--- config.mk ---
export PLATFORM = sky130hd
export DESIGN_NAME = aes_entropy_responder_flat
export DESIGN_NICKNAME = d
export VERILOG_FILES = /design/src/rtl/aes_entropy_responder_if.sv /design/src/rtl/aes_entropy_responder.sv /design/src/flat_wrapper.sv
export SDC_FILE = /design/constraint.sdc
export NUM_CORES = 1
export LEC_CHECK = 0
export CAP_MARGIN = 20
export CELL_PAD_IN_SITES_DETAIL_PLACEMENT = 0
export CELL_PAD_IN_SITES_GLOBAL_PLACEMENT = 1
export CORE_MARGIN = 2
export CORE_UTILIZATION = 34
export DETAILED_ROUTE_END_ITERATION = 16
export GPL_TIMING_DRIVEN = 0
export PLACE_DENSITY = 0.76
export SLEW_MARGIN = 20
export SYNTH_ARGS = -nofsm -noshare
export SYNTH_HDL_FRONTEND = slang
export SYNTH_SLANG_ARGS = --single-unit
--- constraint.sdc ---
create_clock -name clk_i -period 2.3 [get_ports clk_i]
set_clock_uncertainty 0.2 [all_clocks]
set_input_delay 0.46 -clock clk_i [delete_from_list [all_inputs] [get_ports clk_i]]
set_output_delay 0.46 -clock clk_i [all_outputs]
set_load 0.01 [all_outputs]
--- src/rtl/aes_entropy_responder_if.sv ---
// rtl/aes_entropy_responder_if.sv - entropy request channel and seed port between requester and responder
interface aes_entropy_responder_if;
  logic         _ep_req_valid;
  logic         _ep_req_0;
  logic         _ep_req_ack;
  logic [127:0] _ep_res_0;
  logic         seed_valid_i;
  logic [127:0] seed_i;
  logic         seed_ack_o;
  logic         reseed_req_o;
  logic [31:0]  words_o;

  modport master (
    output _ep_req_valid, _ep_req_0, seed_valid_i, seed_i,
    input  _ep_req_ack, _ep_res_0, seed_ack_o, reseed_req_o, words_o
  );

  modport slave (
    input  _ep_req_valid, _ep_req_0, seed_valid_i, seed_i,
    output _ep_req_ack, _ep_res_0, seed_ack_o, reseed_req_o, words_o
  );
endinterface

--- src/rtl/aes_entropy_responder.sv ---
// rtl/aes_entropy_responder.sv - LFSR-backed entropy responder for the AES cipher core request channel
module aes_entropy_responder #(
  parameter int unsigned  StepsPerWord   = 8,
  parameter int unsigned  ReseedInterval = 1024,
  parameter bit           StrictReseed   = 1'b1,
  parameter logic [127:0] DefaultSeed    = 128'h5A5A_A5A5_0123_4567_89AB_CDEF_F00D_CAFE
) (
  input logic                    clk_i,
  input logic                    rst_i,
  aes_entropy_responder_if.slave ep
);

  localparam logic [1:0] ST_FILL  = 2'd0;
  localparam logic [1:0] ST_READY = 2'd1;
  localparam logic [1:0] ST_STALL = 2'd2;

  localparam logic [7:0]  LastStep   = 8'(StepsPerWord - 1);
  localparam logic [31:0] ReseedWord = 32'(ReseedInterval);

  logic [1:0]   state;
  logic [127:0] lfsr;
  logic [127:0] lfsr_next;
  logic [127:0] buffer;
  logic [7:0]   fill_cnt;
  logic [31:0]  words;
  logic         reseed_req;
  logic         ack;
  logic         seed_ack;
  logic         unused_req_0;

  function automatic logic [127:0] lfsr_step(input logic [127:0] s);
    return {s[126:0], s[127] ^ s[125] ^ s[100] ^ s[98]};
  endfunction

  assign lfsr_next    = lfsr_step(lfsr);
  assign unused_req_0 = ep._ep_req_0;

  // A pending strict reseed masks the ack even in the one READY cycle before STALL.
  assign ack      = ep._ep_req_valid & (state == ST_READY) & ~(StrictReseed & reseed_req);
  assign seed_ack = ep.seed_valid_i & ~ack;

  assign ep._ep_req_ack  = ack;
  assign ep._ep_res_0    = buffer;
  assign ep.seed_ack_o   = seed_ack;
  assign ep.reseed_req_o = reseed_req;
  assign ep.words_o      = words;

  always_ff @(posedge clk_i) begin
    if (rst_i) begin
      state      <= ST_FILL;
      lfsr       <= DefaultSeed;
      buffer     <= '0;
      fill_cnt   <= '0;
      words      <= '0;
      reseed_req <= 1'b0;
    end else if (seed_ack) begin
      state      <= ST_FILL;
      lfsr       <= (ep.seed_i == '0) ? DefaultSeed : ep.seed_i;
      buffer     <= '0;
      fill_cnt   <= '0;
      words      <= '0;
      reseed_req <= 1'b0;
    end else begin
      if ((ReseedWord != '0) && (words == ReseedWord)) begin
        reseed_req <= 1'b1;
      end
      case (state)
        ST_FILL: begin
          lfsr <= lfsr_next;
          if (fill_cnt == LastStep) begin
            buffer   <= lfsr_next;
            fill_cnt <= '0;
            state    <= ST_READY;
          end else begin
            fill_cnt <= fill_cnt + 8'd1;
          end
        end
        ST_READY: begin
          if (ack) begin
            buffer <= '0;
            state  <= ST_FILL;
            if (words != 32'hFFFF_FFFF) begin
              words <= words + 32'd1;
            end
          end else if (StrictReseed && reseed_req) begin
            buffer <= '0;
            state  <= ST_STALL;
          end
        end
        ST_STALL: begin
          buffer <= '0;
        end
        default: begin
          buffer <= '0;
          state  <= ST_FILL;
        end
      endcase
    end
  end

endmodule

--- src/flat_wrapper.sv ---
// flat-port wrapper written by rule: the top's interface ports become plain ports
module aes_entropy_responder_flat 
#(
  parameter int unsigned  StepsPerWord   = 8,
  parameter int unsigned  ReseedInterval = 1024,
  parameter bit           StrictReseed   = 1'b1,
  parameter logic [127:0] DefaultSeed    = 128'h5A5A_A5A5_0123_4567_89AB_CDEF_F00D_CAFE
)
  (clk_i, rst_i, ep__ep_req_valid, ep__ep_req_0, ep_seed_valid_i, ep_seed_i, ep__ep_req_ack, ep__ep_res_0, ep_seed_ack_o, ep_reseed_req_o, ep_words_o);
  aes_entropy_responder_if ep_i ();
  input logic clk_i;
  input logic rst_i;
  input wire logic [$bits(ep_i._ep_req_valid)-1:0] ep__ep_req_valid;
  input wire logic [$bits(ep_i._ep_req_0)-1:0] ep__ep_req_0;
  input wire logic [$bits(ep_i.seed_valid_i)-1:0] ep_seed_valid_i;
  input wire logic [$bits(ep_i.seed_i)-1:0] ep_seed_i;
  output wire logic [$bits(ep_i._ep_req_ack)-1:0] ep__ep_req_ack;
  output wire logic [$bits(ep_i._ep_res_0)-1:0] ep__ep_res_0;
  output wire logic [$bits(ep_i.seed_ack_o)-1:0] ep_seed_ack_o;
  output wire logic [$bits(ep_i.reseed_req_o)-1:0] ep_reseed_req_o;
  output wire logic [$bits(ep_i.words_o)-1:0] ep_words_o;
  assign ep_i._ep_req_valid = ep__ep_req_valid;
  assign ep_i._ep_req_0 = ep__ep_req_0;
  assign ep_i.seed_valid_i = ep_seed_valid_i;
  assign ep_i.seed_i = ep_seed_i;
  assign ep__ep_req_ack = ep_i._ep_req_ack;
  assign ep__ep_res_0 = ep_i._ep_res_0;
  assign ep_seed_ack_o = ep_i.seed_ack_o;
  assign ep_reseed_req_o = ep_i.reseed_req_o;
  assign ep_words_o = ep_i.words_o;
  aes_entropy_responder #(.StepsPerWord(StepsPerWord), .ReseedInterval(ReseedInterval), .StrictReseed(StrictReseed), .DefaultSeed(DefaultSeed)) u_core (.clk_i(clk_i), .rst_i(rst_i), .ep(ep_i));
endmodule
=== Word level (Yosys, flattened, before mapping) ===
Cells that the tools add are included.
Widths: inputs -> output; s select.

* Add/subtract/negate cells: 2
* Eq/ne operators: 7
* Mux-type cells: 12
* Bitwise operators: 9
* Reduce and logical (&&, ||, !) cells: 7

{| class="wikitable"
|+ Operators with widths
! kind !! count
|-
| $mux 128 || 6
|-
| $pmux 128 s2 || 1
|-
| $logic_not 128->1 || 1
|-
| $add 32x1->32 const B || 1
|-
| $eq 32x11->1 const B || 1
|-
| $ne 32x32->1 const B || 1
|-
| $add 8x1->8 const B || 1
|-
| $eq 8x3->1 const B || 1
|-
| $mux 8 || 1
|-
| $mux 2 || 3
|-
| $pmux 2 s3 || 1
|-
| $reduce_and 3->1 || 2
|-
| $and 1x1->1 || 3
|-
| $ne 3x1->1 const B || 1
|-
| $not 1->1 || 3
|-
| $xor 1x1->1 || 3
|-
| $eq 2x1->1 const B || 1
|-
| $eq 2x2->1 const B || 1
|-
| $logic_not 2->1 || 1
|-
| $ne 2x1->1 const B || 1
|-
| $reduce_and 2->1 || 1
|-
| $reduce_bool 2->1 || 1
|-
| $reduce_or 2->1 || 1
|}

* Register bits: 299
* Output and inout port bits: 163

=== Logic depth before layout (Yosys ltp) ===
Gate-level depths: netlist (run 1).

* Depth in word-level cells: 6
* Gate-level depth with buffers: 8

=== Worst setup path before layout (run 1) ===
OpenSTA, ideal clock, no wires.

* Kind: register to register
* Start: register u_core.words[0], in the netlist u_core.ep.words_o[0]
* End: register u_core.words[30], in the netlist u_core.ep.words_o[30]
* Library setup time: 0.070 ns
* Data arrival time: 2.325 ns
* Data required time: 2.030 ns
* Path slack: -0.295 ns
* Cell stages (with the launch flop): 8
* Period minus slack after synthesis: 2.595 ns
* Cell sequence: dfxtp_1 -> ha_1 -> inv_1 -> or4_1 -> buf_2 -> or4_1 -> or3_1 -> a21oi_1

* Longest elaborated chain between the ends: 2

{| class="wikitable"
|+ RTL lines
! what !! RTL line !! RTL
|-
| start, declared || aes_entropy_responder.sv:25 || <nowiki>logic [31:0] words;</nowiki>
|-
| start signal, assigned || aes_entropy_responder.sv:83 || <nowiki>words <= words + 32'd1;</nowiki>
|-
| parallel branches: the longest is 2 deep, another holds $add 32x1->32 || - ||
|}

Parallel ways; which one is timed is not known.
A chain may end at the register's enable or synchronous reset.

=== Worst setup path in the final report (run 1) ===
* Start: input port ep_seed_i[1]
* End: register u_core.lfsr[44]

* Longest elaborated chain between the ends: 3

{| class="wikitable"
|+ RTL lines
! what !! RTL line !! RTL
|-
| start, declared || flat_wrapper.sv:16 || <nowiki>input wire logic [$bits(ep_i.seed_i)-1:0] ep_seed_i;</nowiki>
|-
| $logic_not 128->1 || aes_entropy_responder.sv:58 || <nowiki>lfsr <= (ep.seed_i == '0) ? DefaultSeed : ep.seed_i;</nowiki>
|-
| $mux 128 || aes_entropy_responder.sv:58 ||
|-
| $mux 128 || aes_entropy_responder.sv:56 || <nowiki>end else if (seed_ack) begin</nowiki>
|-
| end signal, assigned || aes_entropy_responder.sv:51 || <nowiki>lfsr <= DefaultSeed;</nowiki>
|-
| end signal, assigned || aes_entropy_responder.sv:58 ||
|-
| end signal, assigned || aes_entropy_responder.sv:69 || <nowiki>lfsr <= lfsr_next;</nowiki>
|-
| end, declared || aes_entropy_responder.sv:21 || <nowiki>logic [127:0] lfsr;</nowiki>
|}

No other way between the ends.

==> impl_metrics.csv, run 1 <==
group,metric,value,unit
synth,synth_area_leaders,"dfxtp_1, mux2i_1, a21oi_1, nand3_1, nand2_1",
place,dpl.hpwl,31600,µm
cells_and_area,drive_above_1_share,0.285,
drt,first_pass_iters,5,
synth,synth_nets,1466,
die,rows,69,
run,maxCapViolCount,0,
cts,clk_pin_slew,0.06,ns
synth,synth-edff-count,0,
setup_path,arrival,2.61,ns
cts,clock_path_buffers,3,
die,initial_core_util,0.345,
power,total_power,0.0120,W
die,io_pins,296,
timing,hold_ws,0.0144,ns
global_route,grt_start_max_net_pins,14,
synth,yosysMostFrequentCell,"dfxtp_1",
drt,via_per_inst,5.49,
cts,root_buffer,"clkbuf_16",
global_route,grt_use_met2,0.365,
synth,seq_area_frac_synth,0.488,
synth,ys_seq_elements,299,
timing,hold_violations,0,
setup_path,worstPathMaxFanout,5,
power,p_leak,6.56,nW
timing,max_slew.worst_pin.slew,0.778,ns
cts,numClockSinks,299,
drt,drc,0,
die,die-height,194,µm
setup_path,end_kind,"flop",
drt,first_iter_violations,737,
cells_and_area,stdcell_count,2230,
outcome,failed_checks,"setup timing",
global_route,grt_pass1_wl,67700,µm
timing,fmaxAchievable,413,MHz
die,dieArea,37600,µm²
timing,setup_violations,98,
place,dp_cells,2085,
setup_path,path_class,"primary input to flop",
die,die_width,194,µm
synth,syn_avg_cell_area,9.22,µm²
synth,postSynthCellCount,1330,
global_route,grt_overflow,0,
timing,finalMaxSlewViolations,0,
global_route,gr-usage-met3,0.0444,
cts,cts_tree,"yes",
cts,clock_latency,0.51,ns
synth,netlist_top_cells_count,"dfxtp_1, nand2_1, a21oi_1, nand3_1, mux2i_1",
timing,slew_headroom,0.481,
cells_and_area,nNetsFinal,1872,
timing,setup_ws,-0.122,ns
die,design.core.area,35600,µm²
global_route,track_usage,0.226,
synth,syn_area,12300,µm²
place,dp_slack,-1.52,ns
setup_path,start_kind,"primary input",
outcome,outcome,"finished, violations left",
timing,rsz0062_at_grt,"yes",
drt,final_antenna_net_count,0,
drt,wl_per_cell,21.3,µm
synth,ys.warnings.count,0,
cts,cts.htree.levels,2,
synth,synth_flop_cell,"dfxtp_1",
timing,period_needed,2.42,ns
place,port_buffers,294,
global_route,grt_pass1_vias,11600,
place,gp_congestion,0.852,
power,ir_drop,0.454,mV
synth,yosys.area.top_type,"dfxtp_1",
hold_path,min_path_type,"primary input to flop",
synth,synth_top_area_frac,0.488,
global_route,antenna_found_initial,8,
drt,vias,12200,
synth,async_reset_ff_frac,0,
drt,totalWireLength,47600,µm
global_route,top_usage_layer,"met2",
timing,post-route-period-util,1.05,
cts,cts_buffers,35,
setup_path,critPathRequiredTime,2.48,ns
synth,yosysUniqueCellTypes,44,
cells_and_area,area_delta_synth_final,62.6,%
global_route,met1_usage,0.306,
power,powerDensity,601,nW/µm²
state kept, by name (all words and copies together), names as in the netlist:
name and cells:
u_core.ep._ep_res_0 128, u_core.ep.words_o 32, u_core.ep.reseed_req_o 1, u_core.lfsr 128, u_core.fill_cnt 8, u_core.state 2
through the flow:
step	cell area, µm²	util	setup TNS (ns)
floorplan	12400	-	-0.130
global placement	15900	0.447	-408.47
detailed placement	15900	0.447	-412.73
CTS	18100	0.510	-1.75
global route	19900	0.561	-14.37
finish	19900	0.561	-3.53
layer usage:
metal / share of wire / wire [µm]
met5: 0.00027 / 13
met4: 0.029 / 1370
met3: 0.068 / 3250
met2: 0.47 / 22200
met1: 0.44 / 20700
final cells by class:
type | instances | area, µm²
diodes | 8 | 20.0
clock buffers | 53 | 1080
flip-flops and latches | 299 | 6050
clock inverters | 9 | 47.5
well taps | 461 | 577
multi-input cells | 911 | 7310
repair buffers | 371 | 3840
inverters | 7 | 30.0
fillers | 3113 | 15600
plain buffers | 111 | 986
final timing paths:
path              cells after the start                       to  slack [ns]                     from
setup / recovery                      9          u_core.lfsr[44]       -0.12             ep_seed_i[1]
hold reg to reg                       2  u_core.ep._ep_res_0[89]        0.25  u_core.ep._ep_res_0[89]
setup reg to reg                      6    u_core.ep.words_o[30]       -0.09     u_core.ep.words_o[0]
hold / removal                        2         u_core.lfsr[122]        0.01           ep_seed_i[122]
cells in the final DEF (no fill, tap or decap), drive strengths merged, types with 10 or more instances in the layout:
cell and instances:
nor4 44, clkbuf 149, o2bb2ai 61, or3 16, nand3 141, o21ai 10
clkdlybuf4s15 39, a21oi 149, or4 20, nand2 161, clkdlybuf4s50 163, dfxtp 299
buf 113, nor2 25, mux2i 136, dlygate4sd2 64, nand4 21, o31ai 12
a2bb2oi 66
power by group:
group          total (W)  switching [W]  internal (W)
logic            0.00107       0.000531      0.000536
registers        0.00551       0.000164       0.00534
clock network    0.00541        0.00219       0.00322
cells by family after synthesis:
group | synth area share
AOI/OAI and AO/OA | 0.169
DFF | 0.488
and+or+nand+nor | 0.183
adders and majority gates | 0.00306
muxes | 0.112
xor gates and xnor gates | 0.00714
buffers and inverters | 0.0376
timing repair:
item,4_1_cts,5_1_grt
setup buffers,25,23
hold buffers,4,0
gates resized for setup,445,328
gates cloned,9,17
pin swaps,60,86
hold endpoints to repair,4,0
setup endpoints to repair,301,292
critical path: stages:
cell	delay (ns)
clkdlybuf4s15_1	0.25
nor4_4	0.36
nand4_1	0.23
or4_4	0.51
buf_6	0.15
o21a_4	0.25
buf_12	0.14
buf_8	0.13
o2bb2ai_1	0.11
No activity file was read; power rests on OpenSTA's default activity.
==> run 2, diff against run 1 <==
--- a/config.mk
+++ b/config.mk
@@ -13,7 +13,6 @@
 export DETAILED_ROUTE_END_ITERATION = 16
 export GPL_TIMING_DRIVEN = 0
 export PLACE_DENSITY = 0.76
-export SLEW_MARGIN = 20
 export SYNTH_ARGS = -nofsm -noshare
 export SYNTH_HDL_FRONTEND = slang
 export SYNTH_SLANG_ARGS = --single-unit
==> results of run 2 <==
Same layout as run 1: the final DEF is identical, and so are final timing and power.
